<file path="config.mk">
export PLATFORM = sky130hd
export DESIGN_NAME = nibble_serial_adder_ctrl
export DESIGN_NICKNAME = d
export VERILOG_FILES = /design/src/rtl/nibble_serial_adder_ctrl.sv
export SDC_FILE = /design/constraint.sdc
export NUM_CORES = 1
export LEC_CHECK = 0
export CORE_AREA = 8 8 105 107
export CTS_BUF_LIST = sky130_fd_sc_hd__clkbuf_2 sky130_fd_sc_hd__clkbuf_4 sky130_fd_sc_hd__clkbuf_8
export DETAILED_ROUTE_END_ITERATION = 7
export DIE_AREA = 0 0 113 115
export HOLD_SLACK_MARGIN = 0.05
export PLACE_DENSITY = 0.69
export SETUP_SLACK_MARGIN = 0.4
export SYNTH_ARGS = -nofsm -noshare
export SYNTH_HDL_FRONTEND = slang
export SYNTH_SLANG_ARGS = --single-unit
</file>
<file path="constraint.sdc">
create_clock -name clk -period 8.2 [get_ports clk]
set_input_delay 0.82 -clock clk [delete_from_list [all_inputs] [get_ports clk]]
set_output_delay 0.82 -clock clk [all_outputs]
set_load 0.005 [all_outputs]
</file>
<file path="src/rtl/nibble_serial_adder_ctrl.sv">
// Serial WIDTH-bit add/subtract built from one shared 4-bit lookahead adder.
// One nibble is processed per clock; the carry is chained through a register.

// 4-bit carry-lookahead adder slice; s_c[4] is the carry out.
module binary_adder_lookahead (
  input  logic [3:0] a,
  input  logic [3:0] b,
  input  logic       cin,
  output logic [4:0] s_c
);

  logic [3:0] g_c;
  logic [3:0] p_c;
  logic [4:0] c_c;

  // Generate/propagate terms and flattened lookahead carries.
  always_comb begin
    g_c    = a & b;
    p_c    = a ^ b;
    c_c[0] = cin;
    c_c[1] = g_c[0] | (p_c[0] & cin);
    c_c[2] = g_c[1] | (p_c[1] & g_c[0]) | (p_c[1] & p_c[0] & cin);
    c_c[3] = g_c[2] | (p_c[2] & g_c[1]) | (p_c[2] & p_c[1] & g_c[0])
           | (p_c[2] & p_c[1] & p_c[0] & cin);
    c_c[4] = g_c[3] | (p_c[3] & g_c[2]) | (p_c[3] & p_c[2] & g_c[1])
           | (p_c[3] & p_c[2] & p_c[1] & g_c[0])
           | (p_c[3] & p_c[2] & p_c[1] & p_c[0] & cin);
    s_c    = {c_c[4], p_c ^ c_c[3:0]};
  end

endmodule

// Sequencer that walks the operands one nibble per cycle through the adder.
module nibble_serial_adder_ctrl #(
  parameter int unsigned NIBBLES = 4
) (
  input  logic                 clk,
  input  logic                 rst,
  input  logic                 start,
  input  logic                 sub,
  input  logic [4*NIBBLES-1:0] a,
  input  logic [4*NIBBLES-1:0] b,
  output logic                 ready,
  output logic                 busy,
  output logic                 done,
  output logic [4*NIBBLES-1:0] sum,
  output logic                 cout,
  output logic                 ovf
);

  localparam int unsigned W    = 4 * NIBBLES;
  localparam int unsigned IDXW = (NIBBLES > 1) ? $clog2(NIBBLES) : 1;

  typedef enum logic [1:0] {
    IDLE = 2'd0,
    RUN  = 2'd1,
    DONE = 2'd2
  } state_t;

  state_t          state;
  logic [IDXW-1:0] idx;
  logic            carry;
  logic [W-1:0]    a_r;
  logic [W-1:0]    b_r;
  logic [W-1:0]    res_r;

  logic [IDXW+1:0] base_c;
  logic [3:0]      nib_a_c;
  logic [3:0]      nib_b_c;
  logic [4:0]      add_s_c;
  logic            last_c;
  logic [W-1:0]    res_c;
  logic            ovf_c;

  // Select the current nibble and merge the adder result into the partial sum.
  always_comb begin
    base_c  = {idx, 2'b00};
    nib_a_c = a_r[base_c +: 4];
    nib_b_c = b_r[base_c +: 4];
    last_c  = (idx == IDXW'(NIBBLES - 1));
    res_c   = res_r;
    res_c[base_c +: 4] = add_s_c[3:0];
    // Final nibble holds the result MSB; b_r is already inverted for subtract.
    ovf_c   = (a_r[W-1] == b_r[W-1]) && (add_s_c[3] != a_r[W-1]);
  end

  binary_adder_lookahead u_add (
    .a   (nib_a_c),
    .b   (nib_b_c),
    .cin (carry),
    .s_c (add_s_c)
  );

  // Control FSM, operand/partial-sum registers and registered outputs.
  always_ff @(posedge clk or posedge rst) begin
    if (rst) begin
      state <= IDLE;
      idx   <= '0;
      carry <= 1'b0;
      a_r   <= '0;
      b_r   <= '0;
      res_r <= '0;
      ready <= 1'b1;
      busy  <= 1'b0;
      done  <= 1'b0;
      sum   <= '0;
      cout  <= 1'b0;
      ovf   <= 1'b0;
    end else begin
      case (state)
        IDLE: begin
          done <= 1'b0;
          if (start) begin
            a_r   <= a;
            b_r   <= sub ? ~b : b;
            carry <= sub;
            idx   <= '0;
            ready <= 1'b0;
            busy  <= 1'b1;
            state <= RUN;
          end
        end
        RUN: begin
          res_r <= res_c;
          carry <= add_s_c[4];
          if (last_c) begin
            // Wrap idx so it never leaves the legal nibble range.
            idx   <= '0;
            sum   <= res_c;
            cout  <= add_s_c[4];
            ovf   <= ovf_c;
            done  <= 1'b1;
            state <= DONE;
          end else begin
            idx <= idx + IDXW'(1);
          end
        end
        DONE: begin
          done  <= 1'b0;
          busy  <= 1'b0;
          ready <= 1'b1;
          state <= IDLE;
        end
        default: begin
          idx   <= '0;
          done  <= 1'b0;
          busy  <= 1'b0;
          ready <= 1'b1;
          state <= IDLE;
        end
      endcase
    end
  end

endmodule

</file>
Word level (Yosys, flattened, before mapping):

Cells that the tools add are included.

* flip-flop bits (word level): 74
* latch bits: 0
* bits in writable memories: 0
* memory bits (read-only): 0
* bits of input ports: 36
* word-level logic and storage cells: 82
* memories kept: 0

* $add $sub $neg: 2
* $mul: 0
* divide/modulo/power cells: 0
* order comparisons: 0
* equality and inequality tests: 7
* shifts and indexed selects: 4
* muxes and demuxes: 16
* bitwise gates (word level): 32
* reductions and logical operators: 9

Operators by type and width (count)
* $shiftx 16x5->4: 2
* $and 1x1->1: 16
* $bwmux 16: 1
* $mux 16: 1
* $not 16->16: 1
* $shift 4x6->16 const A: 1
* $shiftx 4x6->16: 1
* $reduce_and 2->1: 6
* $or 1x1->1: 10
* $mux 2: 4
* $xor 4x4->4: 2
* $neg 4->6: 1
* $pmux 1 s2: 3
* $pmux 2 s3: 1
* $mux 1: 5
* $and 4x4->4: 1
* $eq 2x2->1 const B: 2
* $ne 2x2->1 const B: 2
* $pmux 2 s2: 1
* $add 2x1->2 const B: 1
* $eq 2x1->1 const B: 1
* $logic_not 2->1: 1
* $not 1->1: 2
* $reduce_bool 2->1: 1
* other kinds (3): 3

Depth between registers and ports, before layout:

* word-level depth: 9
* depth in mapped cells: 8
* depth with buffers taken out: 6

Hierarchy:

Synthesis repeated with hierarchy kept, for this count alone.

* cells, all modules: 307
* area, all modules: 3624.7 µm²

Modules (own cells, without submodules)
* nibble_serial_adder_ctrl: instances 1, cells each 290, area an instance 3477.1 µm², seq. area each 1853.0 µm²
* binary_adder_lookahead: instances 1, cells each 17, area an instance 147.6 µm², seq. area each 0.0 µm²

Worst setup path after synthesis:

No wires, ideal clock.

* kind: reg-to-reg
* start point: register idx[0]
* end point: register res_r[14]
* setup time: 0.122 ns
* data arrival time: 2.485 ns
* data required time: 8.078 ns
* slack: 5.593 ns
* stages on the path, launching flop included: 8
* buffers on the path: 1
* clock period less this slack: 2.607 ns
* cell sequence: dfrtp_1 > buf_2 > mux4_2 > ha_1 > a21o_1 > a21oi_4 > xnor2_1 > a32o_1

* cells in the longest elaborated chain, start to end: 9
* elaborated cells between the ends (all ways): 24

Ends and longest elaborated chain
* start, declared: RTL line 61 `logic [IDXW-1:0] idx;`
* start signal, assigned: RTL line 135 `idx <= idx + IDXW'(1);`
* $shiftx 16x5->4 (on tied branches): RTL line 78, 79
* $xor 4x4->4 / $and 4x4->4 (equally long branches): RTL line 19, 18
* $and 1x1->1 (on tied branches): RTL line 23, 24
* $or 1x1->1, or another cell as far along: RTL line 23 `c_c[3] = g_c[2] | (p_c[2] & g_c[1]) | (p_c[2] & p_c[1] & g_c[0])`
* $or 1x1->1 / $and 1x1->1 (equally long branches): RTL line 23, 24
* $or 1x1->1: RTL line 24 `| (p_c[2] & p_c[1] & p_c[0] & cin);`
* $xor 4x4->4: RTL line 28 `s_c = {c_c[4], p_c ^ c_c[3:0]};`
* $shiftx 4x6->16: RTL line 82 `res_c[base_c +: 4] = add_s_c[3:0];`
* $bwmux 16 (*): RTL line 82
* end signal, assigned: RTL line 124 `res_r <= res_c;`
* end, declared: RTL line 65 `logic [W-1:0] res_r;`

Mark *: on every way between the ends. The rest lies on a longest branch, timed or not.
A chain may end at the register's enable or synchronous reset.

Worst setup path after layout:

* start point: register idx[0]
* end point: register ovf

* cells in the longest elaborated chain, start to end: 9
* elaborated cells between the ends (all ways): 17

Ends and longest elaborated chain
* $shiftx 16x5->4 (on tied branches): RTL line 78, 79
* $xor 4x4->4 / $and 4x4->4 (equally long branches): RTL line 19, 18
* $and 1x1->1 (on tied branches): RTL line 23, 24
* $or 1x1->1, or another cell as far along: RTL line 23
* $or 1x1->1 / $and 1x1->1 (equally long branches): RTL line 23, 24
* $or 1x1->1: RTL line 24
* $xor 4x4->4: RTL line 28
* $ne 1x1->1: RTL line 84 `ovf_c = (a_r[W-1] == b_r[W-1]) && (add_s_c[3] != a_r[W-1]);`
* $logic_and 1x1->1: RTL line 84
* end signal, assigned: RTL line 131 `ovf <= ovf_c;`
* end, declared: RTL line 48 `output logic ovf`

Parallel ways exist; a longest one is shown, timed or not.

==> key figures <==
Critical path
  – Worst path required time: 8470 ps
  – Arrival time at the worst endpoint: ~3200 ps
  – Critical path class: reg -> reg
  – Crit path launch type: flop
  – Slack of the worst reg-to-reg path: between 5000 and 6000 ps
  – Worst Setup End Kind: flop
  – Worst-path maximum fanout: 16

Synth
  – Warning count from the yosys run: 0
  – Mapped Area: between 3000 and 4000 um^2
  – Mapped Cells: approximately 310
  – Net Count, Synth: approximately 360
  – Synth cell types: 44
  – Syn Area/Cell: about 12 um^2
  – Ys async rst share: 100%
  – Post-synthesis sequential area ratio: roughly half
  – Post-synth EDFFs: 0
  – Synthesis-stage register bit count: 74
  – Top_reg_cell synth: dfrtp_1

Timing
  – Fin. Hold Viols: 0
  – Min Tclk post-route: ~2900 ps
  – Tightest Pin Transition: 931 ps
  – Sum of negative setup slack: 0 ps
  – Slew headroom: between 30% and 40%
  – Final period utilization: 35.9%
  – Setup violators final: 0
  – Slew Viols, Final: 0
  – Fmax achieved: 340 MHz
  – Setup repair after global routing missed its margin: false
  – Clock Skew: roughly 10 ps

Run
  – Max-cap violations: 0

Drt
  – Initial DRC Count: 100
  – 1st-pass router iterations: 4
  – Vias/cell: between 5 and 6
  – Antenna Nets Post-Route: 0
  – Remaining DRCs: 0
  – Wirelength per Cell: around 17 um
  – Total Wirelength: 8.17 mm
  – Routed vias: 2595

Global routing
  – Global-route wire length before repair: between 10 and 15 mm
  – M1 GR Usage: 16.9%
  – Met2 Use GR: a little over a fifth
  – Largest net degree at the start of global routing: 75
  – Total Routing Usage GR: a little over an eighth
  – Vias in the first global route: roughly 2700
  – Initial antenna violation count: 0
  – GRT overflow: 0
  – GRT busiest layer: met2
  – Met3 Use GR: about 3.9%

Placement
  – Port bufs: 56
  – Placed cells: between 400 and 500
  – Dpl hpwl: roughly 5.8 mm
  – Placer Congestion: just under 0.8

CTS
  – CTS Buffer Depth: 2
  – Clock Latency Late Sink: around 340 ps
  – Num CTS Buffers: 9
  – Clock slew at reported path FFs: about 80 ps
  – Clock sinks: 74
  – # Post-CTS Setup Buffers: 0
  – CTS root buffer: clkbuf_8
  – CTS tree: built
  – Post-cts gate resize count: 0
  – H-tree depth: 3
  – # hold bufs at CTS: 0

Pwr
  – Power Dens Cells: approximately 450 nW/um^2
  – Pleak: around 1.8 nW
  – Peak supply drop: about 0.18 mV

Finish
  – Final #Nets: between 400 and 500
  – Share of layout cells above drive strength 1: ~15%
  – Syn-to-layout area delta: 24.9%
  – Fillcell total: between 800 and 900
  – Post-Layout Cell Count: between 400 and 500
  – N_diodes: 0

Hold path
  – Hold Path Class: reg -> reg

Die
  – Die height: about 120 um
  – Row count: 36
  – IO Count: 57
  – Initial Util: 38.4%
  – Width of the die: around 110 um
  – Die area: roughly 13000 um^2
  – Core outline area: between 9000 and 10000 um^2

Run status
  – Status: finished clean
[cell families (layout without fill, tap and decap cells)]
logic type / after synthesis / in the layout / share of synthesized area [%]
AND/OR/NAND/NOR: 81 / 81 / 11.3
flip-flops: 74 / 74 / 51.0
AO/OA/AOI/OAI: 70 / 70 / 13.8
multiplexers: 29 / 29 / 11.3
buffers and inverters: 27 / 85 / 3.37
XOR/XNOR: 20 / 20 / 4.82
adder cells (fa/ha/maj): 12 / 12 / 4.34
[power breakdown]
| group | internal [mW] | switching, mW | leakage [nW] |
|---|---|---|---|
| Sequential | 0.530 | 0.125 | 0.902 |
| Clock | 0.222 | 0.134 | 0.126 |
| Combinational | 0.486 | 0.558 | 0.819 |
[state kept, by name, indices dropped and copies added (netlist names)]
signal	cells
a_r	16
sum	16
busy	1
done	1
cout	1
ovf	1
res_r	16
idx	2
ready	1
carry	1
b_r	16
state	2
[metrics by stage]
stage / power, mW / utilization (%) / setup WS [ps] / hold slack, ps / instance area [um^2]
floorplan: 1.39 / - / 5500 / 458 / 3630
global placement: 1.67 / 45.3 / 5380 / 471 / 4280
detailed placement: 1.70 / 45.3 / 5280 / 474 / 4280
CTS: 2.07 / 48.0 / 5260 / 493 / 4540
global route: 2.21 / 48.0 / 5020 / 517 / 4540
finish: 2.06 / 48.0 / 5260 / 490 / 4540
[layout make-up]
cell class                 count  area, um^2  area share [%]
clock inverter                 4        97.6            2.15
multi-input combinational    212        1660            36.7
sequential                    74        1850            40.8
clock buffer                  12         159            3.50
timing repair buffer          59         583            12.9
inverter                      10        37.5           0.827
tap                          114         143            3.14
[cells in the mapped netlist (2+ instances only)]
library cell / n / area (um^2)
nor3_1: 2 / 10.0
dfrtp_1: 73 / 1830
nor2_1: 41 / 154
mux2_2: 16 / 180
nor3b_1: 3 / 22.5
nand3_1: 4 / 20.0
buf_2: 11 / 55.1
buf_4: 2 / 15.0
a211oi_1: 4 / 30.0
mux4_2: 8 / 180
a21oi_1: 27 / 135
a21o_1: 3 / 22.5
nor2b_1: 2 / 12.5
a22o_1: 5 / 43.8
a221oi_1: 8 / 70.1
xor2_1: 2 / 17.5
inv_1: 8 / 30.0
mux2i_1: 5 / 50.1
xnor2_1: 18 / 158
nand2_1: 13 / 48.8
clkbuf_1: 3 / 11.3
nand2b_1: 4 / 25.0
inv_2: 2 / 7.51
nand3b_1: 4 / 30.0
ha_1: 11 / 138
a32o_1: 12 / 120
o21ai_0: 5 / 25.0
[worst paths after layout]
check / from / cells after the start / endpoint
min: res_r[11] / 1 / res_r[11]
min in group asynchronous: rst / 3 / a_r[15]
max: idx[0] / 6 / ovf
min reg2reg: res_r[11] / 1 / res_r[11]
max reg2reg: idx[0] / 6 / ovf
max in group asynchronous: rst / 3 / sum[2]
[per-layer routing]
| metal | wire length [um] | share of wire (%) | vias to the layer above |
|---|---|---|---|
| met3 | 469 | 5.7 | 14 |
| met2 | 3820 | 47 | 75 |
| li1 | - | - | 1237 |
| met4 | 131 | 1.6 | 0 |
| met5 | 0 | 0 | - |
| met1 | 3740 | 46 | 1269 |
[critical path, stage by stage, from the launching register on]
cell	delay (ps)
dfrtp_1	840
mux4_2	600
ha_1	440
a21oi_1	220
o21ai_2	120
xnor2_1	390
mux2i_1	240
[layout by cell type (no fill, tap or decap), types with 3 or more instances in the layout]
| master | instances |
|---|---|
| nand3b_1 | 4 |
| clkbuf_8 | 11 |
| nand2_1 | 13 |
| mux4_2 | 8 |
| o21ai_0 | 5 |
| a21oi_1 | 27 |
| mux2_2 | 16 |
| buf_4 | 3 |
| nand2b_1 | 4 |
| clkdlybuf4s50_1 | 56 |
| inv_1 | 7 |
| a211oi_1 | 4 |
| xnor2_1 | 18 |
| mux2i_1 | 5 |
| inv_2 | 3 |
| a21o_1 | 3 |
| nand3_1 | 4 |
| nor3b_1 | 3 |
| a22o_1 | 5 |
| a221oi_1 | 8 |
| nor2_1 | 41 |
| ha_1 | 11 |
| a32o_1 | 12 |
| dfrtp_1 | 73 |
| bufinv_16 | 3 |
No activity file was read; power rests on OpenSTA's default activity.
